File: src/rtl/conv_frame_ctrl.sv
// Frame sequencer for the streaming NxN convolution datapath: gates and flushes the
// sliding window, tags results with (x,y) and holds a double-buffered signed kernel.
module conv_frame_ctrl #(
  parameter int  SIZE         = 3,
  parameter int  LINE_WIDTH   = 640,
  parameter int  FRAME_HEIGHT = 480,
  parameter int  KERNEL_WIDTH = 8,
  parameter int  PIPE_DELAY   = (SIZE-1)*LINE_WIDTH + (SIZE-1),
  localparam int TOTAL        = LINE_WIDTH*FRAME_HEIGHT,
  localparam int AW           = $clog2(SIZE*SIZE),
  localparam int XW           = $clog2(LINE_WIDTH),
  localparam int YW           = $clog2(FRAME_HEIGHT),
  localparam int CW           = $clog2(TOTAL+PIPE_DELAY+1)
) (
  input  logic                           clk,
  input  logic                           reset_n,
  input  logic                           sof_i,
  input  logic                           pix_valid_i,
  output logic                           conv_en_o,
  output logic                           pix_zero_o,
  input  logic                           conv_valid_i,
  output logic                           out_valid_o,
  output logic [XW-1:0]                  out_x_o,
  output logic [YW-1:0]                  out_y_o,
  output logic                           frame_done_o,
  output logic                           busy_o,
  input  logic                           cfg_we_i,
  input  logic [AW-1:0]                  cfg_addr_i,
  input  logic signed [KERNEL_WIDTH-1:0] cfg_data_i,
  input  logic                           cfg_commit_i,
  output logic                           cfg_pending_o,
  output logic signed [KERNEL_WIDTH-1:0] kernel_o [0:SIZE-1][0:SIZE-1],
  output logic                           err_o,
  input  logic                           err_clr_i
);

  typedef enum logic [1:0] {S_IDLE, S_ACTIVE, S_DRAIN} state_e;

  localparam int            CTR         = (SIZE-1)/2;
  localparam logic [CW-1:0] K_LAST_PIX  = CW'(TOTAL-1);
  localparam logic [CW-1:0] K_LAST_EN   = CW'(TOTAL+PIPE_DELAY-1);
  localparam logic [CW-1:0] K_FIRST_TAG = CW'(PIPE_DELAY);

  state_e        state_q, state_d;
  logic [CW-1:0] k_q, k_d;
  logic [XW-1:0] tx_q, tx_d, out_x_q;
  logic [YW-1:0] ty_q, ty_d, out_y_q;
  logic          out_valid_q, frame_done_q;
  logic          err_q, err_d, pend_q, pend_d;
  logic          sof_qual, tag_en, last_tag, x_wrap;
  logic signed [KERNEL_WIDTH-1:0] shadow_q [0:SIZE-1][0:SIZE-1];
  logic signed [KERNEL_WIDTH-1:0] shadow_d [0:SIZE-1][0:SIZE-1];
  logic signed [KERNEL_WIDTH-1:0] active_q [0:SIZE-1][0:SIZE-1];
  logic signed [KERNEL_WIDTH-1:0] active_d [0:SIZE-1][0:SIZE-1];

  assign sof_qual = sof_i & pix_valid_i;

  always_ff @(posedge clk or negedge reset_n) begin
    if (!reset_n) state_q <= S_IDLE;
    else          state_q <= state_d;
  end

  // NOTE: every variable assigned in a combinational block gets a default first,
  // so no path leaves it unassigned and no latch is inferred.
  always_comb begin
    state_d = state_q;
    case (state_q)
      S_IDLE:   if (sof_qual) state_d = S_ACTIVE;
      S_ACTIVE: if (pix_valid_i && k_q == K_LAST_PIX) state_d = S_DRAIN;
      S_DRAIN:  if (k_q == K_LAST_EN) state_d = S_IDLE;
      default:  state_d = S_IDLE;
    endcase
  end

  always_comb begin
    conv_en_o  = 1'b0;
    pix_zero_o = 1'b0;
    case (state_q)
      S_IDLE:   conv_en_o = sof_qual;
      S_ACTIVE: conv_en_o = pix_valid_i;
      S_DRAIN: begin
        conv_en_o  = 1'b1;
        pix_zero_o = 1'b1;
      end
      default: ;
    endcase
  end

  // Results are tagged only once the window has been filled by this frame's pixels.
  assign tag_en   = conv_en_o && (k_q >= K_FIRST_TAG);
  assign x_wrap   = (tx_q == XW'(LINE_WIDTH-1));
  assign last_tag = x_wrap && (ty_q == YW'(FRAME_HEIGHT-1));

  always_comb begin
    k_d  = k_q;
    tx_d = tx_q;
    ty_d = ty_q;
    if (conv_en_o) k_d = (k_q == K_LAST_EN) ? '0 : k_q + CW'(1);
    if (tag_en) begin
      if (x_wrap) begin
        tx_d = '0;
        ty_d = last_tag ? '0 : ty_q + YW'(1);
      end else begin
        tx_d = tx_q + XW'(1);
      end
    end
  end

  // Setting the error wins over a same-cycle clear.
  always_comb begin
    err_d = err_q;
    if (err_clr_i) err_d = 1'b0;
    if ((out_valid_q && !conv_valid_i) || (sof_qual && state_q != S_IDLE)) err_d = 1'b1;
  end

  // The copy takes shadow_d so a write in the commit cycle is included.
  always_comb begin
    shadow_d = shadow_q;
    if (cfg_we_i) begin
      for (int i = 0; i < SIZE; i++)
        for (int j = 0; j < SIZE; j++)
          if (cfg_addr_i == AW'(i*SIZE+j)) shadow_d[i][j] = cfg_data_i;
    end
    active_d = active_q;
    pend_d   = pend_q | cfg_commit_i;
    if (state_q == S_IDLE && pend_d) begin
      active_d = shadow_d;
      pend_d   = 1'b0;
    end
  end

  // NOTE: sequential state is updated with non-blocking assignments only.
  always_ff @(posedge clk or negedge reset_n) begin
    if (!reset_n) begin
      k_q          <= '0;
      tx_q         <= '0;
      ty_q         <= '0;
      out_valid_q  <= 1'b0;
      out_x_q      <= '0;
      out_y_q      <= '0;
      frame_done_q <= 1'b0;
      err_q        <= 1'b0;
      pend_q       <= 1'b0;
    end else begin
      k_q          <= k_d;
      tx_q         <= tx_d;
      ty_q         <= ty_d;
      out_valid_q  <= tag_en;
      frame_done_q <= tag_en && last_tag;
      err_q        <= err_d;
      pend_q       <= pend_d;
      if (tag_en) begin
        out_x_q <= tx_q;
        out_y_q <= ty_q;
      end
    end
  end

  // NOTE: the kernel arrays are plain flops whose reset value (identity) is visible
  // on kernel_o, so unlike a RAM they are reset.
  always_ff @(posedge clk or negedge reset_n) begin
    if (!reset_n) begin
      for (int i = 0; i < SIZE; i++)
        for (int j = 0; j < SIZE; j++) begin
          shadow_q[i][j] <= (i == CTR && j == CTR) ? KERNEL_WIDTH'(1) : '0;
          active_q[i][j] <= (i == CTR && j == CTR) ? KERNEL_WIDTH'(1) : '0;
        end
    end else begin
      shadow_q <= shadow_d;
      active_q <= active_d;
    end
  end

  assign out_valid_o   = out_valid_q;
  assign out_x_o       = out_x_q;
  assign out_y_o       = out_y_q;
  assign frame_done_o  = frame_done_q;
  assign busy_o        = (state_q != S_IDLE);
  assign cfg_pending_o = pend_q;
  assign err_o         = err_q;
  assign kernel_o      = active_q;

endmodule
File: config.mk
export PLATFORM = sky130hd
export DESIGN_NAME = conv_frame_ctrl
export DESIGN_NICKNAME = d
export VERILOG_FILES = /design/src/rtl/conv_frame_ctrl.sv
export SDC_FILE = /design/constraint.sdc
export NUM_CORES = 1
export LEC_CHECK = 0
export CAP_MARGIN = 25
export CORE_AREA = 2 2 187 189
export DETAILED_ROUTE_END_ITERATION = 10
export DIE_AREA = 0 0 189 191
export GPL_TIMING_DRIVEN = 0
export PLACE_DENSITY = 0.53
export SKIP_LAST_GASP = 1
export SYNTH_ARGS = -nofsm -noshare
export SYNTH_HDL_FRONTEND = slang
export SYNTH_SLANG_ARGS = --single-unit
File: constraint.sdc
create_clock -name clk -period 3.15 [get_ports clk]
set_input_delay 0.63 -clock clk [delete_from_list [all_inputs] [get_ports clk]]
set_output_delay 0.63 -clock clk [all_outputs]
set_load 0.005 [all_outputs]
==> impl_metrics.tcl <==
set metrics [dict create \
    status "finished clean" \
    insertion_delay_ns 0.52 \
    r2r-start "tx_q[0]" \
    cts_tree "yes" \
    leakage_nw 5.06 \
    drt-total-wl_um 19800 \
    crit_required_ns 2.52 \
    clock_path_buffers 3 \
    hold_viol 0 \
    place_congestion 0.727 \
    end_kind "primary output" \
    synth_nets 612 \
    path_clk_slew_ns 0.06 \
    yosysSeqAreaShare_pct 61.5 \
    die_area_mm2 0.0361 \
    multi_input_area_mm2 0.00310 \
    grt_pass1_vias 5428 \
    ys_types 56 \
    ctsHtreeMaxLevel 1 \
    syn-cell-area_mm2 0.00842 \
    tightest_slew_ns 0.730 \
    fmax_mhz 344 \
    grt_setup_unrepaired "false" \
    portBuffers 115 \
    setup_ws_ns 0.239 \
    rows 68 \
    p_per_area_mw_per_mm2 676 \
    viasPerCell 4.27 \
    worstSetupStartpointType "primary input" \
    post-route-period-util_pct 92.4 \
    maxCapViolCount 0 \
    hp-start "shadow_q[37]" \
    yosysWarnings 0 \
    drtAntennaViolNets 0 \
    grt_max_degree 108 \
    synth_edf_count 0 \
    cp_slowest_stage_delay_ns 0.53 \
    die_y_um 191 \
    async_flop_share_pct 100 \
    ys_ff_latch 207 \
    irDropWorstVdd_mv 0.344 \
    root_buffer "clkbuf_16" \
    seqCellArea_mm2 0.00518 \
    postSynthAreaPerCell_um2 14.4 \
    wl_per_cell_um 16.4 \
    fin_nets 759 \
    slew_headroom_pct 51.1 \
    grt_pass1_wl_um 31900 \
    synth_top_area_share_pct 60.9 \
    num_vias 5162 \
    worst-setup-path-type "primary input to primary output" \
    die_w_um 189 \
    setup_viol 0 \
    utilization_pct 32.9 \
    fin_crit_ns 2.91 \
    ios 118 \
    grt_remaining_overflow 0 \
    synth_area_leaders "dfrtp_1 61%, mux2_2 21%, mux2_4 1.4%" \
    min_path_type "flop to flop" \
    syn_to_final_growth_pct 33.3 \
    yosysTopAreaCell "dfrtp_1" \
    critPathArrivalTime_ns 2.28 \
    layout-drive-gt1-share_pct 32.3 \
    initial_utilization_pct 24.7 \
    finalMaxSlewViolations 0 \
    netlist_instances 587 \
    antenna_found_initial 0 \
    startpoint "pix_valid_i" \
    grt_usage_pct 11.2 \
    drtPass1Iterations 4 \
    ys.flop_type "dfrtp_1" \
    cts_num_sinks 207 \
    pre_cts_ws_ns 0.230 \
    cts_buffers 26 \
    crit_chain "clkdlybuf4s50_1, o21ai_1, o21a_1, buf_6, inv_2, buf_6, clkdlybuf4s50_1" \
    floorplan.core_area_mm2 0.0341 \
    dp_hpwl_um 13200 \
    drc 0 \
    drt_iter0_drc 244 \
    critPathMaxFanout 10 \
    cpMaxStageDelayCell "clkdlybuf4s50_1" \
    fill_cells 3388 \
    post_cts_buffers 0 \
    skew_ns 0.0193 \
    n_antenna_cell 0 \
]
## cell usage after synthesis (8+ instances only)
| master | instances |
|---|---|
| xnor2_1 | 11 |
| dfrtp_1 | 205 |
| mux2_2 | 157 |
| nor2_1 | 22 |
| mux2_4 | 8 |
| nand2_1 | 27 |
| buf_2 | 9 |
| inv_1 | 11 |
| xor2_1 | 8 |
| nor3_1 | 11 |
| nand3_1 | 13 |
| o21ai_0 | 11 |
## where the power goes
| group | switching [mW] | internal [mW] |
|---|---|---|
| Clock | 1.15 | 2.29 |
| Combinational | 0.361 | 0.558 |
| Sequential | 0.188 | 3.05 |
## final cells by class
type	instances	share of cell area, %
plain buffers	18	0.902
flip-flops and latches	207	46.1
repair buffers	119	10.9
well taps	455	5.07
inverters	12	0.401
clock inverters	12	2.46
multi-input cells	350	27.6
clock buffers	35	6.54
## metal layers
metal	GRT usage, %	up-vias	wire, µm
li1	-	2389	-
met1	15.9	2620	9730
met2	17.6	125	8770
met3	2.18	28	924
met4	2.64	0	387
met5	0	-	0
## cells in the final DEF, fill, tap and decap left out, types with 3 or more instances in the layout
cell             netlist  routed
clkbuf_16              0      26
buf_2                  9       9
mux2_2               157     157
bufinv_16              0       8
mux2_4                 8       8
nor4_1                 3       3
xnor2_1               11      11
a21oi_1                4       4
nor3b_2                3       3
o21ai_0               11      11
o31ai_1                6       6
nor2_1                22      22
dfrtp_1              205     205
o21ai_1                3       3
clkdlybuf4s50_1        0     114
nand3_1               13      13
clkbuf_1               5       9
ha_1                   5       5
nor3_1                11      11
nand4_1                6       6
nand2b_1               4       4
buf_4                  2       3
clkbuf_8               0       5
and4_1                 3       3
and3_1                 6       6
nand2_1               27      27
xor2_1                 8       8
nor2b_1                4       4
inv_1                 11      11
## metrics by stage
stage | std cells | setup TNS (ns) | hold WS, ns | power [mW] | instance area, µm²
after global routing | 1208 | 0 | 0.503 | 7.99 | 11200
final | 1208 | 0 | 0.489 | 7.59 | 11200
after floorplan | 587 | 0 | 0.334 | 3.71 | 8420
after global placement | 1157 | -1610.53 | 0.475 | 4.19 | 10100
after detailed placement | 1160 | 0 | 0.478 | 4.22 | 10200
after CTS | 1208 | 0 | 0.491 | 7.75 | 11200
## logic make-up after synthesis
logic type / after synthesis / synth area share [%]
multiplexers: 165 / 22.4
buffers and inverters: 30 / 1.74
AO/OA/AOI/OAI: 34 / 2.64
XOR/XNOR: 19 / 1.98
adder cells (fa/ha/maj): 5 / 0.743
flip-flops: 207 / 61.5
AND/OR/NAND/NOR: 127 / 8.97
## final timing paths
path                                endpoint  slack, ns  depth (start not counted)
worst max-delay path               conv_en_o       0.24                          7
worst min-delay path            shadow_q[37]       0.49                          1
worst max register to register       ty_q[8]       1.00                          6
worst min register to register  shadow_q[37]       0.49                          1
max in group asynchronous        kernel_o[9]       1.45                          4
min in group asynchronous       shadow_q[52]       0.57                          2
## critical path, delay by kind of cell
family	cells	cell delay, ns
compound gates	2	0.26
buf+inv	5	1.38
## registers in the layout, summed over array words and instances, names as in the netlist
| name | cells |
|---|---|
| cfg_pending_o | 1 |
| err_o | 1 |
| frame_done_o | 1 |
| k_q | 19 |
| kernel_o | 72 |
| out_valid_o | 1 |
| out_x_o | 10 |
| out_y_o | 9 |
| shadow_q | 72 |
| state_q | 2 |
| tx_q | 10 |
| ty_q | 9 |
## repair_timing
action	CTS	global route
hold endpoints to repair	37	0
resized for setup	0	0
hold buffers	1	0
No activity file was read; power rests on OpenSTA's default activity.
==> patch 1: new RTL, same flow settings <==
Encoding of `state_e`: now one-hot (3 bits for 3 states).
--- a/src/rtl/conv_frame_ctrl.sv
+++ b/src/rtl/conv_frame_ctrl.sv
@@ -35,5 +35,5 @@
 );
 
-  typedef enum logic [1:0] {S_IDLE, S_ACTIVE, S_DRAIN} state_e;
+  typedef enum logic [2:0] {S_IDLE = 3'b001, S_ACTIVE = 3'b010, S_DRAIN = 3'b100} state_e;
 
   localparam int            CTR         = (SIZE-1)/2;
Check against the original RTL: same outputs for any inputs over 4 cycles, from zero or initial values and one cycle with reset_n low; so few cycles prove little.
==> patch 1 against the unedited design <==
- core utilization decreased by 0.18 points
- synthesized cell count increased by 1.9%
- critical path depth is 1 lower
- sequential share of layout area rose by 0.49 points
- wire length grew 0.50%
- critical endpoint unchanged
- synthesized area rose by 0.88%
- sequential cell count increased by 1
- register-to-register slack got worse by 0.26 ns
- setup slack lost 0.12 ns
- design area down 0.55%
- final cell count increased by 1.1%
Power is not compared: it rests on default switching activity, and its combinational part moved more than twofold at a synthesized area within 25%.
==> patch 1: results (changes against the unedited design) <==
- DP HPWL: 13.36 mm (+1.0%)
- Status: finished, final reports clean
- Initial antenna violation count: 1 (+1)
- Critical Path AT: 2.40 ns (+0.12 ns)
- Initial DRC count: 184 (-25%)
- All-layer global routing usage: 11.21% (about the same)
- Mapped Nets: 623 (+1.8%)
- Fin cells: 1,221 (+1.1%)
- Met3 global-route usage: 2.423% (+0.24 points)
- Most area-consuming cells after synthesis: dfrtp_1 (60%), mux2_2 (22%), xnor2_1 (1.4%), nand4_1 (0.96%), dfstp_2 (0.93%)
- Met2 Track Usage GR: 17.40% (-0.23 points)
- Synth cell types: 52 (-7.1%)
- Clk_skew: 0.02066 ns (+0.001398 ns)
- Drt via density: 4.357 (+2.0%)
- Gp weighted congestion: 0.7390 (+1.6%)
- Placed cell area: 0.01028 sq mm (+0.65%)
- Clock Latency Late Sink: 0.54 ns (+0.02 ns)
- Average wire per standard cell: 16.31 um (-0.57%)
- Most frequent cells after synthesis: dfrtp_1 (205), mux2_2 (167), nor2_1 (20), nand2_1 (19), nand3_1 (15)
- Number of global-route vias before repair: 5,542 (+2.1%)
- Fill cells: 3,415 (+0.80%)
- Dpl ws: 0.07373 ns (-0.1558 ns)
- DP Cell Count: 1,170 (+0.86%)
- Wire length on met2: 8.718 mm (-0.55%)
- Rel. slew slack: 50.11% (-1.0 points)
[patch 1: path summary, 6_finish.rpt]
| path | start | to | slack [ns] | cells past startpoint |
|---|---|---|---|---|
| min reg2reg | shadow_q[44]$_DFF_PN0_ | shadow_q[44]$_DFF_PN0_ | 0.49 | 1 |
| min in group asynchronous | reset_n | kernel_o[62]$_DFFE_PN0P_ | 0.56 | 2 |
| min | shadow_q[44]$_DFF_PN0_ | shadow_q[44]$_DFF_PN0_ | 0.49 | 1 |
| max reg2reg | state_q[0]$_DFFE_PN1P_ | kernel_o[63]$_DFFE_PN0P_ | 0.74 | 5 |
| max | pix_valid_i | conv_en_o | 0.12 | 6 |
| max in group asynchronous | reset_n | state_q[0]$_DFFE_PN1P_ | 1.43 | 4 |
[patch 1: critical path: cells and delay by family]
family | cells | cell delay, ns
compound gates | 1 | 0.26
buf+inv | 4 | 1.35
simple gates | 1 | 0.15
[patch 1: repair_timing]
item | 4_1_cts | 5_1_grt
hold endpoints to repair | 26 | 0
setup endpoints to repair | 0 | 1
hold buffers | 1 | 0
buffers inserted | 0 | 1
[patch 1: layout make-up]
class / count / area [sq um] / share of cell area (%)
clock inverter: 8 / 105.1 / 0.9408
tap: 455 / 569.3 / 5.096
sequential: 208 / 5209 / 46.62
inverter: 10 / 37.54 / 0.3360
timing repair buffer: 120 / 1236 / 11.07
buffer: 22 / 137.6 / 1.232
multi-input combinational: 358 / 3114 / 27.88
clock buffer: 40 / 763.2 / 6.832
[patch 1: cells by family after synthesis]
group / after synthesis / share of synthesized area, %
multiplexers: 169 / 22.36
AND/OR/NAND/NOR: 127 / 8.775
AO/OA/AOI/OAI: 39 / 2.915
flip-flops: 208 / 61.29
XOR/XNOR: 18 / 1.855
buffers and inverters: 32 / 2.061
adder cells (fa/ha/maj): 5 / 0.7362
==> patch 2: new RTL, config.mk and constraints unchanged <==
Without the edit above. Set the parameter `LINE_WIDTH` to 320 (it was 640).
--- a/src/rtl/conv_frame_ctrl.sv
+++ b/src/rtl/conv_frame_ctrl.sv
@@ -3,5 +3,5 @@
 module conv_frame_ctrl #(
   parameter int  SIZE         = 3,
-  parameter int  LINE_WIDTH   = 640,
+  parameter int  LINE_WIDTH   = 320,
   parameter int  FRAME_HEIGHT = 480,
   parameter int  KERNEL_WIDTH = 8,
Ports: changed (resized out_x_o); port bits go from 118 to 117. No check against the original RTL was run, so the function may have changed too.
==> patch 2 against the unedited design <==
- sequential cell count down 3
- core utilization fell by 1.0 points
- design area decreased by 3.1%
- setup slack better by 0.057 ns
- total power up 8.5%
- hold slack lost 0.012 ns
- wire length up 0.62%
- synthesized area down 1.6%
- critical path type unchanged
- largest cell class unchanged
- largest power group is now registers
==> patch 2: results (changes against the unedited design) <==
- Most frequent cells after synthesis: dfrtp_1 (202), mux2_2 (139), nand2_1 (75), nor2_1 (22), buf_2 (19)
- All-layer global routing usage: 11.22% (about the same)
- Post-layout net count: 789 (+4.0%)
- End of the worst hold path: out_x_o[3]$_DFFE_PN0P_
- Post-route cell area: 0.01089 sq mm (-3.1%)
- Met2 Track Usage GR: 17.60% (-0.028 points)
- WL met3: 1.168 mm (+26%)
- Wire length on met2: 8.917 mm (+1.7%)
- Worst slew pin tran: 0.8752 ns (+0.1451 ns)
- Met1 usage: 15.24% (-0.66 points)
- FF-to-FF End: kernel_o[21]$_DFFE_PN0P_
- Met3 global-route usage: 3.158% (+0.97 points)
- Final WL: 19.93 mm (+0.62%)
- Flop pwr share: 44.3% (+1.7 points)
- Leak: 0.004804 uW (-5.0%)
- Area of the multi-input gates: 0.003022 sq mm (-2.4%)
- Clk pwr share: 34.0% (-11 points)
- Buffer share of cell area: 12.28% (+0.44 points)
- Hold Crit Depth: 2 (+1)
- Layout cells sized above 1: 28.39% (-3.9 points)
- Sequential Area: 0.005107 sq mm (-1.4%)
- DP HPWL: 13.34 mm (+0.86%)
- ClkCell Share: 7.434% (-1.6 points)
- Gp weighted congestion: 0.7626 (+4.9%)
- CTS buffer count: 25 (-3.8%)
- Hold_ws: 0.4765 ns (-0.01249 ns)
- Largest net degree at the start of global routing: 86 (-20%)
- Multiplexer share of the synthesized area: 20.34% (-2.1 points)
- Synth Area in XOR/XNOR: 2.008% (+0.033 points)
- Status: finished, final reports clean
- R2R setup slack: 0.98 ns (-0.02 ns)
- Detailed-routing wirelength on met1: 9.383 mm (-3.6%)
- Synth Area in Compound Gates: 2.672% (+0.028 points)
- Initial DRC count: 123 (-50%)
- Power Total: 8234 uW (+8.5%)
- Critical Path AT: 2.22 ns (-0.06 ns)
- Clock Buffer Count: 37 (+5.7%)
- Synth Instances: 619 (+5.5%)
- DP Cell Count: 1,191 (+2.7%)
- Count of plain and timing-repair buffers: 141 (+2.9%)
- Internal cell power: 6181 uW (+4.9%)
- First-pass GRT wire length: 31.71 mm (-0.54%)
- Via count: 5,222 (+1.2%)
- Multi-In Gates: 381 (+8.9%)
- Worst hold start: out_x_o[3]$_DFFE_PN0P_
- Fill cells: 3,418 (+0.89%)
- Adder-cell share of the synthesized area: 0.7548% (+0.012 points)
- Clk_skew: 0.008137 ns (-0.01113 ns)
- Seq/Total Area, Yosys: 61.62% (+0.11 points)
- Placed cell area: 0.01007 sq mm (-1.4%)
- Dpl ws: 0.1399 ns (-0.08968 ns)
- Peak VDD IR: 0.4349 mV (+26%)
- FF-to-FF Start: state_q[1]$_DFFE_PN0P_
- Inverters: 11 (-1)
[patch 2: cell types whose count changed in the layout (fill, tap and decap cells not counted), sizes merged, moves of 3 or more]
cell,unedited run,this run
a21o,1,4
bufinv,8,2
mux2,165,147
buf,17,24
xnor2,11,15
dfrtp,205,202
nor2b,4,1
or3,2,6
nand4,6,12
nand2,27,75
xor2,8,4
a21oi,4,7
[patch 2: worst max path at each step]
stage	start	to	slack, ns	depth (start not counted)
global route	pix_valid_i	conv_en_o	0.19	6
floorplan	cfg_addr_i[1]	kernel_o[33]$_DFFE_PN0P_	1.15	5
global placement	reset_n	tx_q[2]$_DFFE_PN0P_	-7.50	1
finish	pix_valid_i	conv_en_o	0.30	6
CTS	pix_valid_i	conv_en_o	0.28	6
detailed placement	cfg_commit_i	kernel_o[21]$_DFFE_PN0P_	0.14	5
